**src/rtl/ud_counter_array_pkg.sv**
```systemverilog
// Shared constants and helpers for the stochastic-decoder hard-decision counter array.
// Defaults match the VN/CN blocks so every stage agrees on counter width and saturation.
package ud_counter_array_pkg;

  localparam int DEF_NCH    = 8;
  localparam int DEF_CSIZE  = 4;
  localparam int DEF_SAT    = 7;
  localparam int DEF_WINDOW = 64;
  localparam int DEF_STABLE = 8;

  // Decision controller: running, or finished by convergence / by the cycle window.
  typedef enum logic [1:0] {
    DEC_RUN       = 2'd0,
    DEC_CONVERGED = 2'd1,
    DEC_TIMEOUT   = 2'd2
  } dec_state_t;

  function automatic int clog2(input int value);
    int r;
    r = 0;
    while ((1 << r) < value) r = r + 1;
    return r;
  endfunction

  // SAT must fit the positive half of a CSIZE-bit two's complement count.
  function automatic bit sat_legal(input int csize, input int sat);
    return (csize >= 2) && (sat >= 1) && (sat <= (1 << (csize - 1)) - 1);
  endfunction

endpackage

```
**src/rtl/ud_counter_array_if.sv**
```systemverilog
// Channel bit streams in, hard decisions and decode status out.
interface ud_counter_array_if #(
  parameter int NCH = 8,
  parameter int CW  = 7
);
  logic           EN;
  logic [NCH-1:0] BitIN;
  logic [NCH-1:0] BitOUT;
  logic           DONE;
  logic           TIMEOUT;
  logic [CW-1:0]  CYCLES;

  modport master (
    output EN, BitIN,
    input  BitOUT, DONE, TIMEOUT, CYCLES
  );

  modport slave (
    input  EN, BitIN,
    output BitOUT, DONE, TIMEOUT, CYCLES
  );
endinterface

```
**src/rtl/ud_counter_array_sat_counter.sv**
```systemverilog
// One channel: saturating up/down counter over a stochastic bit stream.
// Sign is the count MSB, so it is registered and has no path from BitIN.
module ud_sat_counter
  import ud_counter_array_pkg::*;
#(
  parameter int CSIZE = DEF_CSIZE,
  parameter int SAT   = DEF_SAT
) (
  input  logic             CLK,
  input  logic             INIT,
  input  logic             EN,
  input  logic             BitIN,
  output logic [CSIZE-1:0] Count,
  output logic             Sign
);

  localparam logic [CSIZE-1:0] POS_LIM = CSIZE'(SAT);
  localparam logic [CSIZE-1:0] NEG_LIM = CSIZE'(-SAT);

  if (!sat_legal(CSIZE, SAT)) begin : g_bad_sat
    $fatal(1, "ud_sat_counter: SAT=%0d does not fit CSIZE=%0d", SAT, CSIZE);
  end

  logic [CSIZE-1:0] count_reg;
  logic [CSIZE-1:0] count_next;

  // Equality against the limits is enough: the count never leaves [-SAT, +SAT].
  always_comb begin
    count_next = count_reg;
    if (EN) begin
      if (BitIN) begin
        if (count_reg != POS_LIM) count_next = count_reg + CSIZE'(1);
      end else begin
        if (count_reg != NEG_LIM) count_next = count_reg - CSIZE'(1);
      end
    end
  end

  always_ff @(posedge CLK) begin
    if (INIT) count_reg <= '0;
    else      count_reg <= count_next;
  end

  assign Count = count_reg;
  assign Sign  = count_reg[CSIZE-1];

endmodule

```
**src/rtl/ud_counter_array.sv**
```systemverilog
// Hard-decision counter array for the stochastic LDPC decoder: NCH channels plus a
// controller that stops the decode on stable decisions or when the cycle window runs out.
module ud_counter_array
  import ud_counter_array_pkg::*;
#(
  parameter int NCH    = DEF_NCH,
  parameter int CSIZE  = DEF_CSIZE,
  parameter int SAT    = DEF_SAT,
  parameter int WINDOW = DEF_WINDOW,
  parameter int STABLE = DEF_STABLE
) (
  input  logic CLK,
  input  logic INIT,
  ud_counter_array_if.slave bus
);

  localparam int CW = clog2(WINDOW + 1);
  localparam int SW = clog2(STABLE + 1);
  localparam logic [CW-1:0]    WIN_C     = CW'(WINDOW);
  localparam logic [SW-1:0]    STB_C     = SW'(STABLE);
  localparam logic [CSIZE-1:0] MINUS_ONE = '1;

  if (NCH < 1 || WINDOW < 1 || STABLE < 1) begin : g_bad_params
    $fatal(1, "ud_counter_array: NCH, WINDOW and STABLE must all be >= 1");
  end

  dec_state_t       state_reg, state_next;
  logic [CW-1:0]    cycles_reg, cycles_next;
  logic [SW-1:0]    stab_reg, stab_next;
  logic             advance;
  logic [CSIZE-1:0] count_arr [NCH];
  logic [NCH-1:0]   sign_vec;
  logic [NCH-1:0]   sign_flip;

  assign advance = bus.EN && (state_reg == DEC_RUN);

  for (genvar gi = 0; gi < NCH; gi++) begin : g_ch
    ud_sat_counter #(
      .CSIZE (CSIZE),
      .SAT   (SAT)
    ) u_ch (
      .CLK   (CLK),
      .INIT  (INIT),
      .EN    (advance),
      .BitIN (bus.BitIN[gi]),
      .Count (count_arr[gi]),
      .Sign  (sign_vec[gi])
    );

    // A sign can only change across the 0 / -1 boundary, so detect that step directly.
    assign sign_flip[gi] = advance &&
                           ((!bus.BitIN[gi] && count_arr[gi] == '0) ||
                            ( bus.BitIN[gi] && count_arr[gi] == MINUS_ONE));
  end

  always_comb begin
    state_next  = state_reg;
    cycles_next = cycles_reg;
    stab_next   = stab_reg;
    if (advance) begin
      if (cycles_reg != WIN_C) cycles_next = cycles_reg + CW'(1);

      if (|sign_flip)            stab_next = '0;
      else if (stab_reg != STB_C) stab_next = stab_reg + SW'(1);

      // Convergence outranks the window limit when both land on the same edge.
      if (stab_next == STB_C)        state_next = DEC_CONVERGED;
      else if (cycles_next == WIN_C) state_next = DEC_TIMEOUT;
    end
  end

  always_ff @(posedge CLK) begin
    if (INIT) begin
      state_reg  <= DEC_RUN;
      cycles_reg <= '0;
      stab_reg   <= '0;
    end else begin
      state_reg  <= state_next;
      cycles_reg <= cycles_next;
      stab_reg   <= stab_next;
    end
  end

  assign bus.BitOUT  = sign_vec;
  assign bus.DONE    = (state_reg != DEC_RUN);
  assign bus.TIMEOUT = (state_reg == DEC_TIMEOUT);
  assign bus.CYCLES  = cycles_reg;

endmodule

```
**src/flat_wrapper.sv**
```systemverilog
// flat-port wrapper written by rule: the top's interface ports become plain ports
module ud_counter_array_flat import ud_counter_array_pkg::*;
#(
  parameter int NCH    = DEF_NCH,
  parameter int CSIZE  = DEF_CSIZE,
  parameter int SAT    = DEF_SAT,
  parameter int WINDOW = DEF_WINDOW,
  parameter int STABLE = DEF_STABLE
)
  (CLK, INIT, bus_EN, bus_BitIN, bus_BitOUT, bus_DONE, bus_TIMEOUT, bus_CYCLES);
  ud_counter_array_if #(.NCH(NCH), .CW((clog2(WINDOW + 1)))) bus_i ();
  input  logic CLK;
  input  logic INIT;
  input wire logic [$bits(bus_i.EN)-1:0] bus_EN;
  input wire logic [$bits(bus_i.BitIN)-1:0] bus_BitIN;
  output wire logic [$bits(bus_i.BitOUT)-1:0] bus_BitOUT;
  output wire logic [$bits(bus_i.DONE)-1:0] bus_DONE;
  output wire logic [$bits(bus_i.TIMEOUT)-1:0] bus_TIMEOUT;
  output wire logic [$bits(bus_i.CYCLES)-1:0] bus_CYCLES;
  assign bus_i.EN = bus_EN;
  assign bus_i.BitIN = bus_BitIN;
  assign bus_BitOUT = bus_i.BitOUT;
  assign bus_DONE = bus_i.DONE;
  assign bus_TIMEOUT = bus_i.TIMEOUT;
  assign bus_CYCLES = bus_i.CYCLES;
  ud_counter_array #(.NCH(NCH), .CSIZE(CSIZE), .SAT(SAT), .WINDOW(WINDOW), .STABLE(STABLE)) u_core (.CLK(CLK), .INIT(INIT), .bus(bus_i));
endmodule
```
**config.mk**
```make
export PLATFORM = sky130hd
export DESIGN_NAME = ud_counter_array_flat
export DESIGN_NICKNAME = d
export VERILOG_FILES = /design/src/rtl/ud_counter_array_pkg.sv /design/src/rtl/ud_counter_array_if.sv /design/src/rtl/ud_counter_array_sat_counter.sv /design/src/rtl/ud_counter_array.sv /design/src/flat_wrapper.sv
export SDC_FILE = /design/constraint.sdc
export NUM_CORES = 1
export LEC_CHECK = 0
export ABC_AREA = 0
export CAP_MARGIN = 10
export CORE_ASPECT_RATIO = 1.75
export CORE_MARGIN = 3
export CORE_UTILIZATION = 40
export CTS_BUF_LIST = sky130_fd_sc_hd__clkbuf_2
export CTS_CLUSTER_SIZE = 25
export DETAILED_ROUTE_END_ITERATION = 10
export PLACE_DENSITY = 0.68
export SYNTH_ARGS = -nofsm -noshare
export SYNTH_HDL_FRONTEND = slang
export SYNTH_HIERARCHICAL = 1
export SYNTH_SLANG_ARGS = --single-unit
```
**constraint.sdc**
```tcl
create_clock -name CLK -period 2 [get_ports CLK]
set_clock_uncertainty 0.2 [all_clocks]
set_input_delay 0.4 -clock CLK [delete_from_list [all_inputs] [get_ports CLK]]
set_output_delay 0.4 -clock CLK [all_outputs]
set_load 0.05 [all_outputs]
```
==> results of run 1 <==
## per-layer routing
| layer | up-vias | track usage, % |
|---|---|---|
| met5 | - | 0 |
| met4 | 0 | 5.975 |
| met3 | 9 | 2.955 |
| met2 | 41 | 30.43 |
| met1 | 1415 | 17.33 |
| li1 | 1503 | - |
## Yosys cell counts, drive strengths merged, types with 2 or more instances
| cell type | n |
|---|---|
| o21ai | 12 |
| or4 | 8 |
| and3 | 14 |
| mux2i | 14 |
| or4b | 8 |
| a21oi | 20 |
| fa | 8 |
| mux2 | 8 |
| inv | 38 |
| nand3 | 18 |
| a22oi | 2 |
| nand3b | 8 |
| and2 | 2 |
| o21ba | 8 |
| dfxtp | 45 |
| nand4 | 5 |
| o211ai | 2 |
| a2bb2oi | 8 |
| buf | 8 |
| nand2 | 14 |
| nor3 | 3 |
| clkbuf | 4 |
| o221ai | 8 |
| nor4 | 5 |
| xor2 | 14 |
| nor2 | 56 |
| xnor2 | 11 |
| ha | 20 |
| a211oi | 2 |
## kinds of logic after synthesis
family	count (synthesis)	share of synthesized area, %
xor gates and xnor gates	25	6.662
buffers and inverters	51	6.738
DFF	45	27.41
AOI/OAI and AO/OA	66	15.53
and+or+nand+nor	143	23.26
muxes	22	7.918
adders and majority gates	28	12.49
## cell type report
class | instances | area (sq um) | share of cell area [%]
inverters | 39 | 147.6 | 3.484
well taps | 90 | 112.6 | 2.657
clock buffers | 6 | 30.03 | 0.7086
clock inverters | 2 | 33.78 | 0.7972
repair buffers | 85 | 713.2 | 16.83
multi-input cells | 284 | 2246 | 53.00
flip-flops and latches | 45 | 954.7 | 22.53
## tightest hold or removal path, delay by kind of cell
family / cells / cell delay [ns]
AND/OR/NAND/NOR: 1 / 0.07
buffers and inverters: 2 / 0.34
## final timing paths
check / to / start / cells past startpoint / slack, ns
max: u_core/g_ch[2].u_ch/Count[3] / bus_BitIN[2] / 7 / -0.04
min: u_core/g_ch[7].u_ch/Count[1] / INIT / 3 / 0.19
max reg2reg: u_core/stab_reg[2] / u_core/g_ch[4].u_ch/Count[3] / 7 / 0.01
min reg2reg: u_core/stab_reg[1] / u_core/stab_reg[1] / 2 / 0.32
## through the flow
step / area [sq um] / hold WS (ns) / power [uW]
2_1_floorplan: 3302 / 0.2599 / 1851
3_3_place_gp: 4018 / 0.2751 / 2179
3_5_place_dp: 4018 / 0.2814 / 2219
5_1_grt: 4238 / 0.1672 / 2991
4_1_cts: 4099 / 0.1660 / 2761
6_report: 4238 / 0.1947 / 2790
## power by group
part           total (uW)  leakage, uW  internal, uW  switching (uW)
Sequential           1140     0.000380          1010             135
Clock                 515    0.0000406           213             302
Combinational        1130      0.00151           584             548
Total                2790      0.00193          1810             985
## what timing repair did
item / in CTS / in global routing
setup buffers: 1 / 3
pin swaps: 0 / 6
endpoints found under the setup margin: 6 / 14
gates resized for setup: 7 / 35
==> flow_summary.yaml, run 1 <==
run_status:
  outcome: "finished, violations left"
  violations: "negative setup slack"
detailed_routing:
  top_layer: "met4"
  met2WireLength_microns: 4133
  wl_microns: 7343
  m1WireLength_microns: 2900
  viasPerCell: 5.387
  drc: 0
  drtIter0Drc: 102
  ant_nets: 0
  num_vias: 2968
  wl_met3_microns: 179
  routedWlPerCell_microns: 13.33
  firstDrtPassIters: 4
sta:
  hold_violations: 0
  layout_setup_ws_ns: -0.03634
  rsz0062_at_grt: "true"
  setup-tns-final_ns: -0.03766
  setup_violations: 2
  fmax_mhz: 491.1
  period_minus_slack_ns: 2.036
  slew_violations: 0
  slew_headroom_pct: 76.46
  final.period_utilization_pct: 101.8
  worst_pin_slew_ns: 0.3526
power:
  cellPowerDensity_mw_per_mm2: 658.3
  peakVddDrop_mv: 0.3912
  power.leakage_uw: 0.001926
floorplanning:
  initial_core_util_pct: 41.28
  dieWidth_microns: 74.53
  core_sq_mm: 0.007963
  die-area_sq_mm: 0.009384
  die_h_microns: 125.9
  ios: 28
  fp-row-count: 43
worst_setup_path:
  cp_num_buf_inv: 2
  crit_family: "buffers and inverters"
  cp.required_ns: 2.16
  crit_arrival_ns: 2.19
  end_kind: "flip-flop"
  crit_slowest_cell: "clkdlybuf4s50_1"
  crit_chain: "clkdlybuf4s50_1, inv_1, ha_1, a21oi_1, and3_1, o21ba_1, mux2_4"
  startpoint_type: "input port"
  cp_max_fo: 4
  cpPeakStageDelay_ns: 0.55
  path_class: "input port to flip-flop"
clocking:
  cts.sinks: 45
  clock_latency_ns: 0.43
  cts_buffer_depth: 2
  cts_buffers: 5
  clkTransAtPathRegs_ns: 0.22
  holdBufCountCts: 0
  clockRootBuffer: "clkbuf_2"
  htreeDepth: 2
  cts_tree: "built"
worst_hold_path:
  hp-class: "input port to flip-flop"
synthesis:
  synth_nets: 419
  syn_area_sq_mm: 0.003287
  synth_edf_count: 0
  yosysSeqAreaShare_pct: 27.41
  synth_top_area_cell: "dfxtp_1"
  synthArstFlopShare_pct: 0
  synth_area_leaders: "dfxtp_1 (27%), ha_1 (7.6%), nor2_1 (6.4%)"
  syn_area_per_cell_sq_um: 8.650
  synth.ff_latch_count: 45
  ys.flop_type: "dfxtp_1"
  synthDistinctLibCells: 40
  synth_top_area_share_pct: 27.41
  postSynthCellCount: 380
  yosys_warnings: 6
placement:
  dp_cells: 539
  gp_congestion: 0.8360
  place_ws_ns: -0.4873
  portBuffers: 27
  hpwlAfterDp_microns: 5521
grt:
  grt.total_usage_pct: 16.30
  grt_max_degree: 55
  antenna_found_initial: 0
  grt_pass1_vias: 2956
  grt_first_pass_wirelength_microns: 12400
  grt_overflow: 0
final_layout:
  final_cells: 551
  final_core_util_pct: 53.22
  nNetsFinal: 499
  drive_gt1_share_pct: 30.37
  fillers: 735
  syn_to_final_growth_pct: 28.93
  largest_reg_flops: 32
  layout_common_cells: "buf_4 (71), nor2_1 (55), inv_1 (38)"
  mostFrequentLayoutCell: "buf_4"
  antenna_cells: 0
flow_run:
  maxCapViolations: 0
Power figures use the tool's default switching activity.
==> inputs of run 2 (changes only) <==
- SLEW_MARGIN: not set -> 20
- clock period: 2 -> 1.8 ns (I/O delays scaled with it)
==> run 2 against run 1 <==
The run still ends with negative setup slack left; die area is the same; global-route usage grew 2.6 points; design area grew 19%; count of clock-buffer cells in the layout is the same; largest cell class unchanged; largest power group is now combinational cells.
==> flow_summary.yaml, run 2 (same netlist as run 1, synthesis figures left out) <==
placement:
  hpwlAfterDp_microns: 6211
  place_ws_ns: -0.6823
  portBuffers: 27
  gp_congestion: 0.8118
  placed_area_sq_mm: 0.004472
clocking:
  clockRootBuffer: "clkbuf_2"
  cts_buffer_depth: 2
  clkTransAtPathRegs_ns: 0.27
  cts.sinks: 45
  htreeDepth: 2
  cts_buffers: 5
  cts_tree: "built"
  clock_latency_ns: 0.46
final_layout:
  nNetsFinal: 536
  antenna_cells: 0
  mostFrequentLayoutCell: "buf_4"
  drive_gt1_share_pct: 45.98
  syn_to_final_growth_pct: 52.84
  final_core_util_pct: 63.09
  final_area_sq_mm: 0.005024
  largest_reg_flops: 32
  layout_common_cells: "buf_4 (83), nor2_1 (54), inv_1 (33)"
worst_hold_path:
  hp-class: "input port to flip-flop"
power:
  seq_power_share_pct: 35.1
  power.leakage_uw: 0.002188
  finalPower_uw: 3535
  p_switching_uw: 1255
  cellPowerDensity_mw_per_mm2: 703.8
  pwr-share-clk_pct: 16.8
  p_int_uw: 2280
  peakVddDrop_mv: 0.3957
  p_sw_share_pct: 35.51
  combPwrFrac_pct: 48.1
worst_setup_path:
  cp.required_ns: 1.96
  end_kind: "flip-flop"
  path_class: "flip-flop to flip-flop"
  crit_arrival_ns: 2.13
  cp_max_fo: 5
  startpoint_type: "flip-flop"
grt:
  grt_max_degree: 30
  antenna_found_initial: 0
  grt_overflow: 0
  grt.total_usage_pct: 18.89
  grt_first_pass_wirelength_microns: 14210
  grt_pass1_vias: 3320
detailed_routing:
  wl_microns: 8887
  viasPerCell: 5.537
  routedWlPerCell_microns: 15.11
  ant_nets: 0
  drc: 0
  firstDrtPassIters: 5
  drtIter0Drc: 134
  num_vias: 3256
floorplanning:
  die-area_sq_mm: 0.009384
  dieWidth_microns: 74.53
  fp-row-count: 43
  initial_core_util_pct: 41.28
  ios: 28
  die_h_microns: 125.9
  core_sq_mm: 0.007963
sta:
  period_minus_slack_ns: 1.967
  slew_violations: 0
  slew_headroom_pct: 79.63
  hold_violations: 0
  layout_setup_ws_ns: -0.1670
  rsz0062_at_grt: "true"
  final.period_utilization_pct: 109.3
  worst_pin_slew_ns: 0.3023
  setup_violations: 21
  fmax_mhz: 508.4
run_status:
  violations: "negative setup slack"
  outcome: "finished, violations left"
flow_run:
  maxCapViolations: 0
[run 2: cell types whose count changed in the layout (fill, tap and decap cells not counted), sizes merged]
cell           previous run  this run
buf                      76       113
clkdlybuf4s50             7         6
dlygate4sd2               0         3
dlymetal6s2s              2         0
[run 2: per-stage QoR]
step / std cells / hold WS, ns / setup TNS [ns]
final: 588 / 0.05635 / -1.626
after CTS: 587 / 0.04756 / -1.523
after global routing: 588 / 0.05365 / -3.109
after detailed placement: 574 / 0.2908 / -18.49
after floorplan: 380 / 0.2291 / -1.640
after global placement: 574 / 0.2804 / -17.25
[run 2: worst max-delay path: stages (launching register included)]
cell,delay (ns)
dfxtp_2,0.41
or4_4,0.52
mux2i_2,0.22
or4_4,0.17
nor4_4,0.04
buf_4,0.15
a22oi_2,0.11
nor2_1,0.05
[run 2: layout make-up]
cell class	count	area (sq um)
clock buffer	6	30.03
inverter	39	150.1
tap	90	112.6
multi-input combinational	284	2520
timing repair buffer	122	1207
fill	621	2939
clock inverter	2	35.03
sequential	45	968.4
[run 2: worst paths after layout]
path	start	to	slack, ns	cells past startpoint
worst max register to register	u_core/g_ch[5].u_ch/Count[1]	u_core/stab_reg[3]	-0.17	7
worst min-delay path	INIT	u_core/g_ch[5].u_ch/Count[1]	0.06	3
worst max-delay path	u_core/g_ch[5].u_ch/Count[1]	u_core/stab_reg[3]	-0.17	7
worst min register to register	u_core/stab_reg[1]	u_core/stab_reg[1]	0.32	2
[run 2: power groups by stage]
stage / combinational (uW) / clock [uW] / sequential, uW
floorplan: 701 / 0 / 1360
global placement: 1390 / 0 / 1230
detailed placement: 1440 / 0 / 1240
CTS: 1580 / 609 / 1230
global route: 1840 / 646 / 1260
finish: 1700 / 594 / 1240
[run 2: what timing repair did]
| item | in CTS | in global routing |
|---|---|---|
| setup buffers | 5 | 1 |
| pin swaps | 7 | 8 |
| hold buffers | 0 | 0 |
| resized for setup | 57 | 50 |
| endpoints found under the setup margin | 24 | 41 |
[run 2: metal layers]
metal,GRT usage [%],wire [microns],vias to the layer above
met1,19.01,3161,1573
met4,9.853,354,0
li1,-,-,1582
met2,35.10,5138,68
met3,3.195,233,33
met5,0,0,-
